--- src/rtl/rbm_vote_controller_if.sv ---
// Bus between the vote controller and its environment: run control, the
// handshake with the external RBM layer chain, and the vote results.
//
// Layer-chain handshake: the controller pulses layer_reset for one cycle to
// launch a sample pass. The chain answers with layer_done (valid) while
// layer_sample holds the sample. The controller is ready only while waiting
// for a sample, so the first cycle it sees layer_done=1 completes the
// transfer. A layer_done seen at any other time is dropped.
interface rbm_vote_controller_if #(
  parameter int OUT_DIM = 10,
  parameter int CNT_W   = 12,
  parameter int ITER_W  = 10,
  parameter int IDX_W   = 4
);
  logic                     start;
  logic                     abort;
  logic [ITER_W-1:0]        iter_limit;
  logic [CNT_W-1:0]         margin;
  logic                     early_stop_en;
  logic                     layer_reset;
  logic                     layer_done;
  logic [OUT_DIM-1:0]       layer_sample;
  logic                     busy;
  logic                     done;
  logic [OUT_DIM*CNT_W-1:0] vote_count;
  logic [IDX_W-1:0]         winner;
  logic                     winner_valid;
  logic [ITER_W-1:0]        iter_count;
  logic                     early_stopped;

  modport slave (
    input  start, abort, iter_limit, margin, early_stop_en, layer_done, layer_sample,
    output layer_reset, busy, done, vote_count, winner, winner_valid, iter_count,
           early_stopped
  );

  modport master (
    output start, abort, iter_limit, margin, early_stop_en, layer_done, layer_sample,
    input  layer_reset, busy, done, vote_count, winner, winner_valid, iter_count,
           early_stopped
  );
endinterface

--- src/rtl/rbm_vote_controller.sv ---
// rbm_vote_controller: runs repeated RBM sample passes, accumulates a
// saturating vote per class, scans the counters for the leading class and
// stops on the iteration limit or, optionally, once the leader is far enough
// ahead of the runner-up.
module rbm_vote_controller #(
  parameter int OUT_DIM = 10,
  parameter int CNT_W   = 12,
  parameter int ITER_W  = 10,
  parameter int IDX_W   = 4
) (
  input  logic                 clock,
  input  logic                 reset,
  rbm_vote_controller_if.slave bus,
  output logic [2:0]           state_o
);
  typedef enum logic [2:0] {
    S_IDLE   = 3'd0,
    S_LAUNCH = 3'd1,
    S_WAIT   = 3'd2,
    S_ACCUM  = 3'd3,
    S_SCAN   = 3'd4,
    S_DONE   = 3'd5
  } state_t;

  localparam logic [CNT_W-1:0] CNT_MAX  = '1;
  localparam logic [IDX_W-1:0] LAST_IDX = IDX_W'(OUT_DIM - 1);

  state_t                   state_q;
  logic [CNT_W-1:0]         cnt_q [OUT_DIM];
  logic [OUT_DIM-1:0]       sample_q;
  logic [ITER_W-1:0]        iter_limit_q;
  logic [ITER_W-1:0]        iter_count_q;
  logic [CNT_W-1:0]         margin_q;
  logic                     es_en_q;
  logic [CNT_W-1:0]         top1_q, top2_q;
  logic [IDX_W-1:0]         top1_idx_q, scan_idx_q, winner_q;
  logic                     layer_reset_q, done_q, winner_valid_q, early_stopped_q;

  logic [CNT_W-1:0]         cur_v, top1_d, top2_d;
  logic [IDX_W-1:0]         top1_idx_d;
  logic [OUT_DIM*CNT_W-1:0] vote_flat;

  assign state_o           = state_q;
  assign bus.layer_reset   = layer_reset_q;
  assign bus.busy          = (state_q != S_IDLE) && (state_q != S_DONE);
  assign bus.done          = done_q;
  assign bus.vote_count    = vote_flat;
  assign bus.winner        = winner_q;
  assign bus.winner_valid  = winner_valid_q;
  assign bus.iter_count    = iter_count_q;
  assign bus.early_stopped = early_stopped_q;

  // Pack the per-class counters into the flat result vector.
  always_comb begin
    vote_flat = '0;
    for (int i = 0; i < OUT_DIM; i++) vote_flat[i*CNT_W +: CNT_W] = cnt_q[i];
  end

  // One scan step: strict greater-than keeps the lowest index on ties.
  always_comb begin
    cur_v      = cnt_q[scan_idx_q];
    top1_d     = top1_q;
    top2_d     = top2_q;
    top1_idx_d = top1_idx_q;
    if (cur_v > top1_q) begin
      top2_d     = top1_q;
      top1_d     = cur_v;
      top1_idx_d = scan_idx_q;
    end else if (cur_v > top2_q) begin
      top2_d = cur_v;
    end
  end

  // Run sequencing, vote accumulation and result registers.
  always_ff @(posedge clock or posedge reset) begin
    if (reset) begin
      state_q         <= S_IDLE;
      for (int i = 0; i < OUT_DIM; i++) cnt_q[i] <= '0;
      sample_q        <= '0;
      iter_limit_q    <= '0;
      iter_count_q    <= '0;
      margin_q        <= '0;
      es_en_q         <= 1'b0;
      top1_q          <= '0;
      top2_q          <= '0;
      top1_idx_q      <= '0;
      scan_idx_q      <= '0;
      winner_q        <= '0;
      layer_reset_q   <= 1'b1;
      done_q          <= 1'b0;
      winner_valid_q  <= 1'b0;
      early_stopped_q <= 1'b0;
    end else if (bus.abort) begin
      // Abort wins over everything; the chain is held in reset for the
      // first idle cycle and the counters keep their partial values.
      state_q       <= S_IDLE;
      layer_reset_q <= 1'b1;
      done_q        <= 1'b0;
    end else begin
      case (state_q)
        S_IDLE, S_DONE: begin
          layer_reset_q <= 1'b0;
          if (bus.start) begin
            iter_limit_q    <= bus.iter_limit;
            margin_q        <= bus.margin;
            es_en_q         <= bus.early_stop_en;
            for (int i = 0; i < OUT_DIM; i++) cnt_q[i] <= '0;
            iter_count_q    <= '0;
            winner_q        <= '0;
            winner_valid_q  <= 1'b0;
            early_stopped_q <= 1'b0;
            if (bus.iter_limit == '0) begin
              state_q <= S_DONE;
              done_q  <= 1'b1;
            end else begin
              state_q       <= S_LAUNCH;
              layer_reset_q <= 1'b1;
              done_q        <= 1'b0;
            end
          end
        end
        S_LAUNCH: begin
          layer_reset_q <= 1'b0;
          state_q       <= S_WAIT;
        end
        S_WAIT: begin
          if (bus.layer_done) begin
            sample_q <= bus.layer_sample;
            state_q  <= S_ACCUM;
          end
        end
        S_ACCUM: begin
          for (int i = 0; i < OUT_DIM; i++) begin
            if (sample_q[i] && (cnt_q[i] != CNT_MAX)) cnt_q[i] <= cnt_q[i] + CNT_W'(1);
          end
          iter_count_q <= iter_count_q + ITER_W'(1);
          top1_q       <= '0;
          top2_q       <= '0;
          top1_idx_q   <= '0;
          scan_idx_q   <= '0;
          state_q      <= S_SCAN;
        end
        S_SCAN: begin
          top1_q     <= top1_d;
          top2_q     <= top2_d;
          top1_idx_q <= top1_idx_d;
          scan_idx_q <= scan_idx_q + IDX_W'(1);
          if (scan_idx_q == LAST_IDX) begin
            winner_q <= top1_idx_d;
            if (iter_count_q == iter_limit_q) begin
              state_q        <= S_DONE;
              done_q         <= 1'b1;
              winner_valid_q <= (top1_d != '0);
            end else if (es_en_q && ((top1_d - top2_d) >= margin_q) && (top1_d != '0)) begin
              state_q         <= S_DONE;
              done_q          <= 1'b1;
              winner_valid_q  <= 1'b1;
              early_stopped_q <= 1'b1;
            end else begin
              state_q       <= S_LAUNCH;
              layer_reset_q <= 1'b1;
            end
          end
        end
        default: begin
          state_q       <= S_IDLE;
          layer_reset_q <= 1'b1;
        end
      endcase
    end
  end
endmodule

--- src/flat_wrapper.sv ---
// flat-port wrapper written by rule: the top's interface ports become plain ports
module rbm_vote_controller_flat 
#(
  parameter int OUT_DIM = 10,
  parameter int CNT_W   = 12,
  parameter int ITER_W  = 10,
  parameter int IDX_W   = 4
)
  (clock, reset, state_o, bus_start, bus_abort, bus_iter_limit, bus_margin, bus_early_stop_en, bus_layer_done, bus_layer_sample, bus_layer_reset, bus_busy, bus_done, bus_vote_count, bus_winner, bus_winner_valid, bus_iter_count, bus_early_stopped);
  rbm_vote_controller_if #(.OUT_DIM(OUT_DIM), .CNT_W(CNT_W), .ITER_W(ITER_W), .IDX_W(IDX_W)) bus_i ();
  input  logic clock;
  input  logic reset;
  output logic [2:0] state_o;
  input wire logic [$bits(bus_i.start)-1:0] bus_start;
  input wire logic [$bits(bus_i.abort)-1:0] bus_abort;
  input wire logic [$bits(bus_i.iter_limit)-1:0] bus_iter_limit;
  input wire logic [$bits(bus_i.margin)-1:0] bus_margin;
  input wire logic [$bits(bus_i.early_stop_en)-1:0] bus_early_stop_en;
  input wire logic [$bits(bus_i.layer_done)-1:0] bus_layer_done;
  input wire logic [$bits(bus_i.layer_sample)-1:0] bus_layer_sample;
  output wire logic [$bits(bus_i.layer_reset)-1:0] bus_layer_reset;
  output wire logic [$bits(bus_i.busy)-1:0] bus_busy;
  output wire logic [$bits(bus_i.done)-1:0] bus_done;
  output wire logic [$bits(bus_i.vote_count)-1:0] bus_vote_count;
  output wire logic [$bits(bus_i.winner)-1:0] bus_winner;
  output wire logic [$bits(bus_i.winner_valid)-1:0] bus_winner_valid;
  output wire logic [$bits(bus_i.iter_count)-1:0] bus_iter_count;
  output wire logic [$bits(bus_i.early_stopped)-1:0] bus_early_stopped;
  assign bus_i.start = bus_start;
  assign bus_i.abort = bus_abort;
  assign bus_i.iter_limit = bus_iter_limit;
  assign bus_i.margin = bus_margin;
  assign bus_i.early_stop_en = bus_early_stop_en;
  assign bus_i.layer_done = bus_layer_done;
  assign bus_i.layer_sample = bus_layer_sample;
  assign bus_layer_reset = bus_i.layer_reset;
  assign bus_busy = bus_i.busy;
  assign bus_done = bus_i.done;
  assign bus_vote_count = bus_i.vote_count;
  assign bus_winner = bus_i.winner;
  assign bus_winner_valid = bus_i.winner_valid;
  assign bus_iter_count = bus_i.iter_count;
  assign bus_early_stopped = bus_i.early_stopped;
  rbm_vote_controller #(.OUT_DIM(OUT_DIM), .CNT_W(CNT_W), .ITER_W(ITER_W), .IDX_W(IDX_W)) u_core (.clock(clock), .reset(reset), .bus(bus_i), .state_o(state_o));
endmodule
--- config.mk ---
export PLATFORM = sky130hd
export DESIGN_NAME = rbm_vote_controller_flat
export DESIGN_NICKNAME = d
export VERILOG_FILES = /design/src/rtl/rbm_vote_controller_if.sv /design/src/rtl/rbm_vote_controller.sv /design/src/flat_wrapper.sv
export SDC_FILE = /design/constraint.sdc
export NUM_CORES = 1
export LEC_CHECK = 0
export BUFFER_PORTS_ARGS = -buffer_cell sky130_fd_sc_hd__buf_2
export CORE_UTILIZATION = 44
export CTS_CLUSTER_DIAMETER = 80
export DETAILED_ROUTE_END_ITERATION = 8
export PLACE_DENSITY = 0.64
export SYNTH_ARGS = -nofsm -noshare
export SYNTH_HDL_FRONTEND = slang
export SYNTH_SLANG_ARGS = --single-unit
--- constraint.sdc ---
create_clock -name clock -period 9.8 [get_ports clock]
set_clock_uncertainty 0.2 [all_clocks]
set_input_delay 1.47 -clock clock [delete_from_list [all_inputs] [get_ports clock]]
set_output_delay 1.47 -clock clock [all_outputs]
set_load 0.05 [all_outputs]
---- Yosys cells after proc, flatten, opt, wreduce, memory -nomap -nowiden ----
Cells that the tools add are included.
word-level totals
  bits of input ports ..................... 38
  bits in registers ....................... 206
  logic and storage cells ................. 184
operators by class
  equal/unequal tests ..................... 40
  mux-type cells .......................... 57
  magnitude comparators ................... 4
  add/subtract/negate cells ............... 13
  reduce and logical (&&, ||, !) cells .... 43
  bitwise logic cells ..................... 2
operators by type and width
  cell                     number
  $pmux W120 S2            1
  $mux W12                 15
  $add A12 B1 Y12 const B  10
  $mux W120                1
  $ne A12 B12 Y1 const B   10
  $reduce_and A4 Y1        13
  $bmux W12 S4             1
  $pmux W12 S2             2
  $ne A2 B1 Y1 const B     13
  $gt A12 B12 Y1           2
  $pmux W4 S2              3
  $mux W3                  7
  $pmux W10 S2             1
  $mux W1                  17
  $ne A3 B3 Y1 const B     5
  $pmux W3 S5              1
  $logic_and A1 B1 Y1      13
  $ge A12 B12 Y1           1
  $mux W4                  3
  $reduce_and A3 Y1        4
  $reduce_bool A12 Y1      1
  $sub A12 B12 Y12         1
  $add A10 B1 Y10 const B  1
  $eq A10 B10 Y1           1
  other kinds (23)         32

---- Logic depth before layout (Yosys ltp) ----
  word-level depth ........................ 16
  depth in mapped cells ................... 35
  gate-level depth less buffers ........... 31

---- Worst setup path after synthesis ----
Ideal clock, no wire load.
  kind .................................... register to register
  from .................................... reg u_core.scan_idx_q[0]
  to ...................................... reg u_core.state_q[2] (netlist: u_core.state_o[2])
  arrival time ............................ 6.105 ns
  path slack .............................. 3.392 ns
  stages on the path, launching flop included .. 35
  period minus slack after synthesis ...... 6.408 ns
  cell sequence ........................... dfrtp_1 buf_6 buf_6 buf_4 mux4_2 mux2i_1 o22ai_1 ha_1 nor2b_1 o211ai_1 a21oi_1 o21bai_1 a21oi_1 clkbuf_1 nand2_1 o21ai_0 o21ai_0 ha_1 fa_1 nor2b_1 o21ai_0 a21boi_0 o21ai_0 a21oi_1 o21a_1 nor2_1 xnor2_1 ha_1 o21a_1 o21ai_0 nor2_1 a21oi_1 nand4b_2 a21o_1 a221oi_1
on the way
  longest elaborated chain between the ends .. 16
  elaborated cells between the ends (all ways) .. 22
  those cells by class .................... add/sub: 1; order compare: 3; eq/ne: 2; mux: 11; bitwise: 1; reduce/logical: 4
ends and longest elaborated chain
  element                                       RTL line                    text
  from (decl)                                   rbm_vote_controller.sv:36   logic [IDX_W-1:0] top1_idx_q, scan_idx_q, winner_q;
  from (signal assigned)                        rbm_vote_controller.sv:147  scan_idx_q <= scan_idx_q + IDX_W'(1);
  $not A4 Y5 (not written as such)              rbm_vote_controller.sv:61   cur_v = cnt_q[scan_idx_q];
  $bmux W12 S4                                  rbm_vote_controller.sv:61
  $mux W12 (not written as such) (2 in series)  rbm_vote_controller.sv:61
  $gt A12 B12 Y1                                rbm_vote_controller.sv:69   end else if (cur_v > top2_q) begin
  $mux W12                                      rbm_vote_controller.sv:69
  $mux W12                                      rbm_vote_controller.sv:65   if (cur_v > top1_q) begin
  $sub A12 B12 Y12                              rbm_vote_controller.sv:154  end else if (es_en_q && ((top1_d - top2_d) >= margin_q) && (top1_d != '0)) begin
  $ge A12 B12 Y1                                rbm_vote_controller.sv:154
  $logic_and A1 B1 Y1 (2 in series)             rbm_vote_controller.sv:154
  $mux W3                                       rbm_vote_controller.sv:154
  $mux W3                                       rbm_vote_controller.sv:150  if (iter_count_q == iter_limit_q) begin
  $mux W3                                       rbm_vote_controller.sv:148  if (scan_idx_q == LAST_IDX) begin
  $pmux W3 S5                                   rbm_vote_controller.sv:100  case (state_q)
  $mux W3                                       rbm_vote_controller.sv:93   end else if (bus.abort) begin
  to (signal assigned)                          rbm_vote_controller.sv:96   state_q <= S_IDLE;
  to (signal assigned)                          rbm_vote_controller.sv:151  state_q <= S_DONE;
  to (signal assigned)                          rbm_vote_controller.sv:155  state_q <= S_DONE;
  to (decl)                                     rbm_vote_controller.sv:28   state_t state_q;
Parallel ways exist; a longest one is shown, timed or not. The select of a mux whose other input is x is not followed.
A chain may end at the register's enable or synchronous reset.

---- Worst setup path in the final report ----
Ends and elaborated chain as after synthesis.

==> summary.md <==
| Metric | Value |
|---|---|
| Outcome | `complete, no violations` |
| Main synth FF type | `dfrtp_1` |
| Seq/Total Area, Yosys | `42.25%` |
| Worst Path Arrival | `7.86 ns` |
| Clock buffer depth | `3` |
| Vias per cell | `between 5 and 6` |
| DIE AREA | `28410 µm²` |
| Total CTS buffers | `24` |
| Final hold vios | `0` |
| DP HPWL | `25.34 mm` |
| Share of cells above drive strength 1 | `between 10% and 20%` |
| Slew margin rel. | `~31%` |
| Pin count of the biggest net entering global routing | `151` |
| Syn Nets | `1428` |
| Setup crit end kind | `register` |
| Library cells used by synthesis | `between 60 and 70` |
| Hold_ws | `0.2861 ns` |
| Layout Utilization | `between 50% and 60%` |
| Number of flops mapped to enable cells by yosys | `0` |
| Final net count | `around 1600` |
| Ys async rst share | `100.0%` |
| Unrepaired setup endpoints after global routing | `false` |
| Ys Warns | `0` |
| Fin cells | `about 1900` |
| GP Congestion | `0.8988` |
| Synth Instances | `approximately 1300` |
| 1st-pass router iterations | `6` |
| Core ar. | `27100 µm²` |
| Area occupied by multi-input gates | `approximately 6600 µm²` |
| Slew Limit Fails | `0` |
| Sequential cell area | `5157 µm²` |
| Vias in the first global route | `approximately 10000` |
| Crit path max fanout | `57` |
| Critical Path RT | `approximately 10 ns` |
| # DRC | `0` |
| Maxcap violations | `0` |
| Die Y-Extent | `about 170 µm` |
| Fin crit period | `7.628 ns` |
| Cell family with most CP delay | `compound AO/OA/AOI/OAI gates` |
| Port Buf Inserts | `about 180` |
| Routed Antenna Nets | `0` |
| CTS tree | `built` |
| Cell Area, Synth | `between 10000 and 15000 µm²` |
| Iteration-0 DRC Markers | `around 730` |
| Post-CTS setup buffers | `0` |
| Worst-Margin Slew | `1.031 ns` |
| Detailed Route WL | `~35 mm` |
| Row count | `60` |
| Clk sink count | `between 200 and 250` |
| Clk Latency, worst-skew pair | `0.53 ns` |
| Antenna diode count | `0` |
| Leak | `6.811 nW` |
| Syn Area/Cell | `approximately 9.2 µm²` |
| Cell Pwr Density | `approximately 190 nW/µm²` |
| Largest stage delay on the critical path | `0.87 ns` |
| Worst VDD drop | `between 90 and 100 µV` |
| Hold buffer count at CTS | `0` |
| Vias | `10550` |
| Placed Instances | `1838` |
| Initial antenna violation count | `0` |
| Worst setup path class | `reg2reg` |
| Slowest library cell on the worst path | `o31a_2` |
| Final instance area | `roughly 14000 µm²` |
| Crit path buf inv count | `1` |
| Crit share post-route | `between 70% and 80%` |
| Most numerous cell on the critical path | `o21ai_0` |
| Setup crit start kind | `register` |
| Final setup viols | `0` |
| Post-cts sizing count | `0` |
| Dpl cell area | `around 13000 µm²` |
| TNS Setup | `0 ns` |
| Initial Util | `between 40% and 50%` |
| Area Growth Syn to Fin | `16.68%` |
| Reg clk slew, reported paths | `about 0.06 ns` |
| Hold Path Class | `reg2reg` |
| Global route overflow | `0` |
| Die Span X | `between 150 and 200 µm` |
| Fillers | `between 2000 and 3000` |
| First-pass GRT wire length | `around 56 mm` |
| Avg WL per Cell | `approximately 19 µm` |
| Total track usage | `25.00%` |
| Synth Register Bits | `~210` |
| FMAX | `~130 MHz` |
| Clk root buf | `clkbuf_16` |
| H-tree depth | `1` |
| Ports | `180` |
==> layer usage <==
| layer | up-vias | GRT usage [%] | wire, µm | part of all wire, % |
|---|---|---|---|---|
| met5 | - | 0 | 0 | 0 |
| met4 | 0 | 8.656 | 1071 | 3.1 |
| met3 | 70 | 4.910 | 2613 | 7.5 |
| met2 | 360 | 40.83 | 16550 | 47 |
| met1 | 5110 | 33.20 | 14820 | 42 |
| li1 | 5008 | - | - | - |
==> layout make-up <==
type	count	area share (%)
repair buffers	189	6.906
well taps	372	3.268
multi-input cells	1012	46.42
inverters	59	1.608
clock inverters	12	1.046
flip-flops and latches	206	36.21
clock buffers	31	4.542
==> cell usage after synthesis (3+ instances only) <==
cell type	n	area (µm²)
xor2_1	87	762.0
mux4_2	20	450.4
nand3b_1	3	22.52
buf_1	7	26.28
buf_2	7	35.03
o311a_1	4	40.04
ha_1	60	750.7
mux2i_1	30	300.3
dfrtp_1	205	5130
a21o_1	8	60.06
clkbuf_1	34	127.6
o21a_1	3	22.52
inv_1	59	221.5
and2_1	5	31.28
mux2_2	16	180.2
nand3_1	42	210.2
a32o_1	4	40.04
nor3_1	9	45.04
o41ai_1	3	26.28
a211oi_1	4	30.03
nand4_1	44	275.3
xnor2_1	22	192.7
nor2b_1	10	62.56
o22ai_1	13	81.33
a21oi_1	66	330.3
and3_1	20	125.1
nor4_1	12	75.07
nor3b_1	4	30.03
or3_1	21	131.4
nor2_1	161	604.3
o211a_1	3	30.03
o21ai_0	94	470.5
a22o_1	19	166.4
o21bai_1	3	22.52
nand2b_1	10	62.56
nand2_1	178	668.1
==> where the power goes <==
part | switching [mW] | internal [mW] | leakage, nW | total, mW
combinational | 0.434 | 0.314 | 3.60 | 0.748
sequential | 0.0646 | 0.910 | 2.81 | 0.974
clock | 0.367 | 0.545 | 0.393 | 0.912
==> sequential cells by signal (all words and copies together) (netlist names), 10 cells and up <==
name,count
u_core.iter_limit_q,10
u_core.bus.vote_count,120
u_core.top1_q,12
u_core.sample_q,10
u_core.top2_q,12
u_core.margin_q,12
u_core.bus.iter_count,10
==> through the flow <==
stage,setup WS (ns),total power [mW]
finish,2.172,2.635
CTS,2.231,2.662
floorplan,2.508,1.573
global route,1.526,2.793
global placement,2.500,1.716
detailed placement,2.277,1.737
==> cell usage in the layout (no fill, tap or decap), drive strengths merged, types with 4 or more instances in the layout <==
cell type | netlist | routed
dfrtp | 205 | 205
buf | 18 | 189
nand2 | 178 | 178
nor2 | 161 | 161
o21ai | 97 | 97
xor2 | 87 | 87
a21oi | 66 | 66
ha | 60 | 60
inv | 59 | 59
nand4 | 44 | 44
nand3 | 42 | 42
clkbuf | 34 | 31
mux2i | 30 | 30
xnor2 | 22 | 22
or3 | 21 | 21
and3 | 20 | 20
mux4 | 20 | 20
a22o | 19 | 19
mux2 | 16 | 16
o22ai | 14 | 14
nor4 | 12 | 12
nor2b | 10 | 10
nand2b | 10 | 10
nor3 | 10 | 10
a21o | 8 | 8
clkinv | 0 | 8
and2 | 6 | 6
a32o | 4 | 4
a211oi | 4 | 4
o311a | 4 | 4
nor3b | 4 | 4
or2 | 4 | 4
==> final timing paths <==
kind / startpoint / endpoint / slack, ns / depth (start not counted)
min: u_core.top2_q[6] / u_core.top2_q[6] / 0.29 / 2
max in group asynchronous: reset / u_core.scan_idx_q[0] / 6.91 / 3
max: u_core.scan_idx_q[0] / u_core.state_o[2] / 2.17 / 27
max reg2reg: u_core.scan_idx_q[0] / u_core.state_o[2] / 2.17 / 27
min reg2reg: u_core.top2_q[6] / u_core.top2_q[6] / 0.29 / 2
min in group asynchronous: reset / u_core.sample_q[1] / 0.94 / 2
==> kinds of logic (layout without fill, tap and decap cells) <==
kind of cell | count (synthesis) | after routing | share of synthesized area [%]
buffers and inverters | 111 | 291 | 3.670
and+or+nand+nor | 529 | 529 | 19.87
xor gates and xnor gates | 109 | 109 | 7.822
AOI/OAI and AO/OA | 247 | 247 | 12.46
muxes | 66 | 66 | 7.627
adders and majority gates | 61 | 61 | 6.315
DFF | 206 | 206 | 42.25
==> worst register-to-register path, cell delays in order (launching register included) <==
cell	delay (ns)
dfrtp_2	0.69
buf_4	0.50
mux4_2	0.57
mux2i_1	0.28
o22ai_1	0.23
ha_1	0.35
nand4_1	0.13
a211oi_1	0.26
o31a_2	0.87
o21ai_0	0.31
ha_1	0.30
fa_1	0.41
nor2b_1	0.12
o21ai_0	0.10
a21boi_0	0.24
o21ai_0	0.13
a21oi_1	0.20
o21a_1	0.15
nor2_1	0.05
xnor2_1	0.13
ha_1	0.27
o21a_1	0.10
o21ai_0	0.06
nor2_1	0.11
a21oi_1	0.07
nand4b_2	0.23
a21o_1	0.19
a221oi_1	0.27
Power figures use the tool's default switching activity.
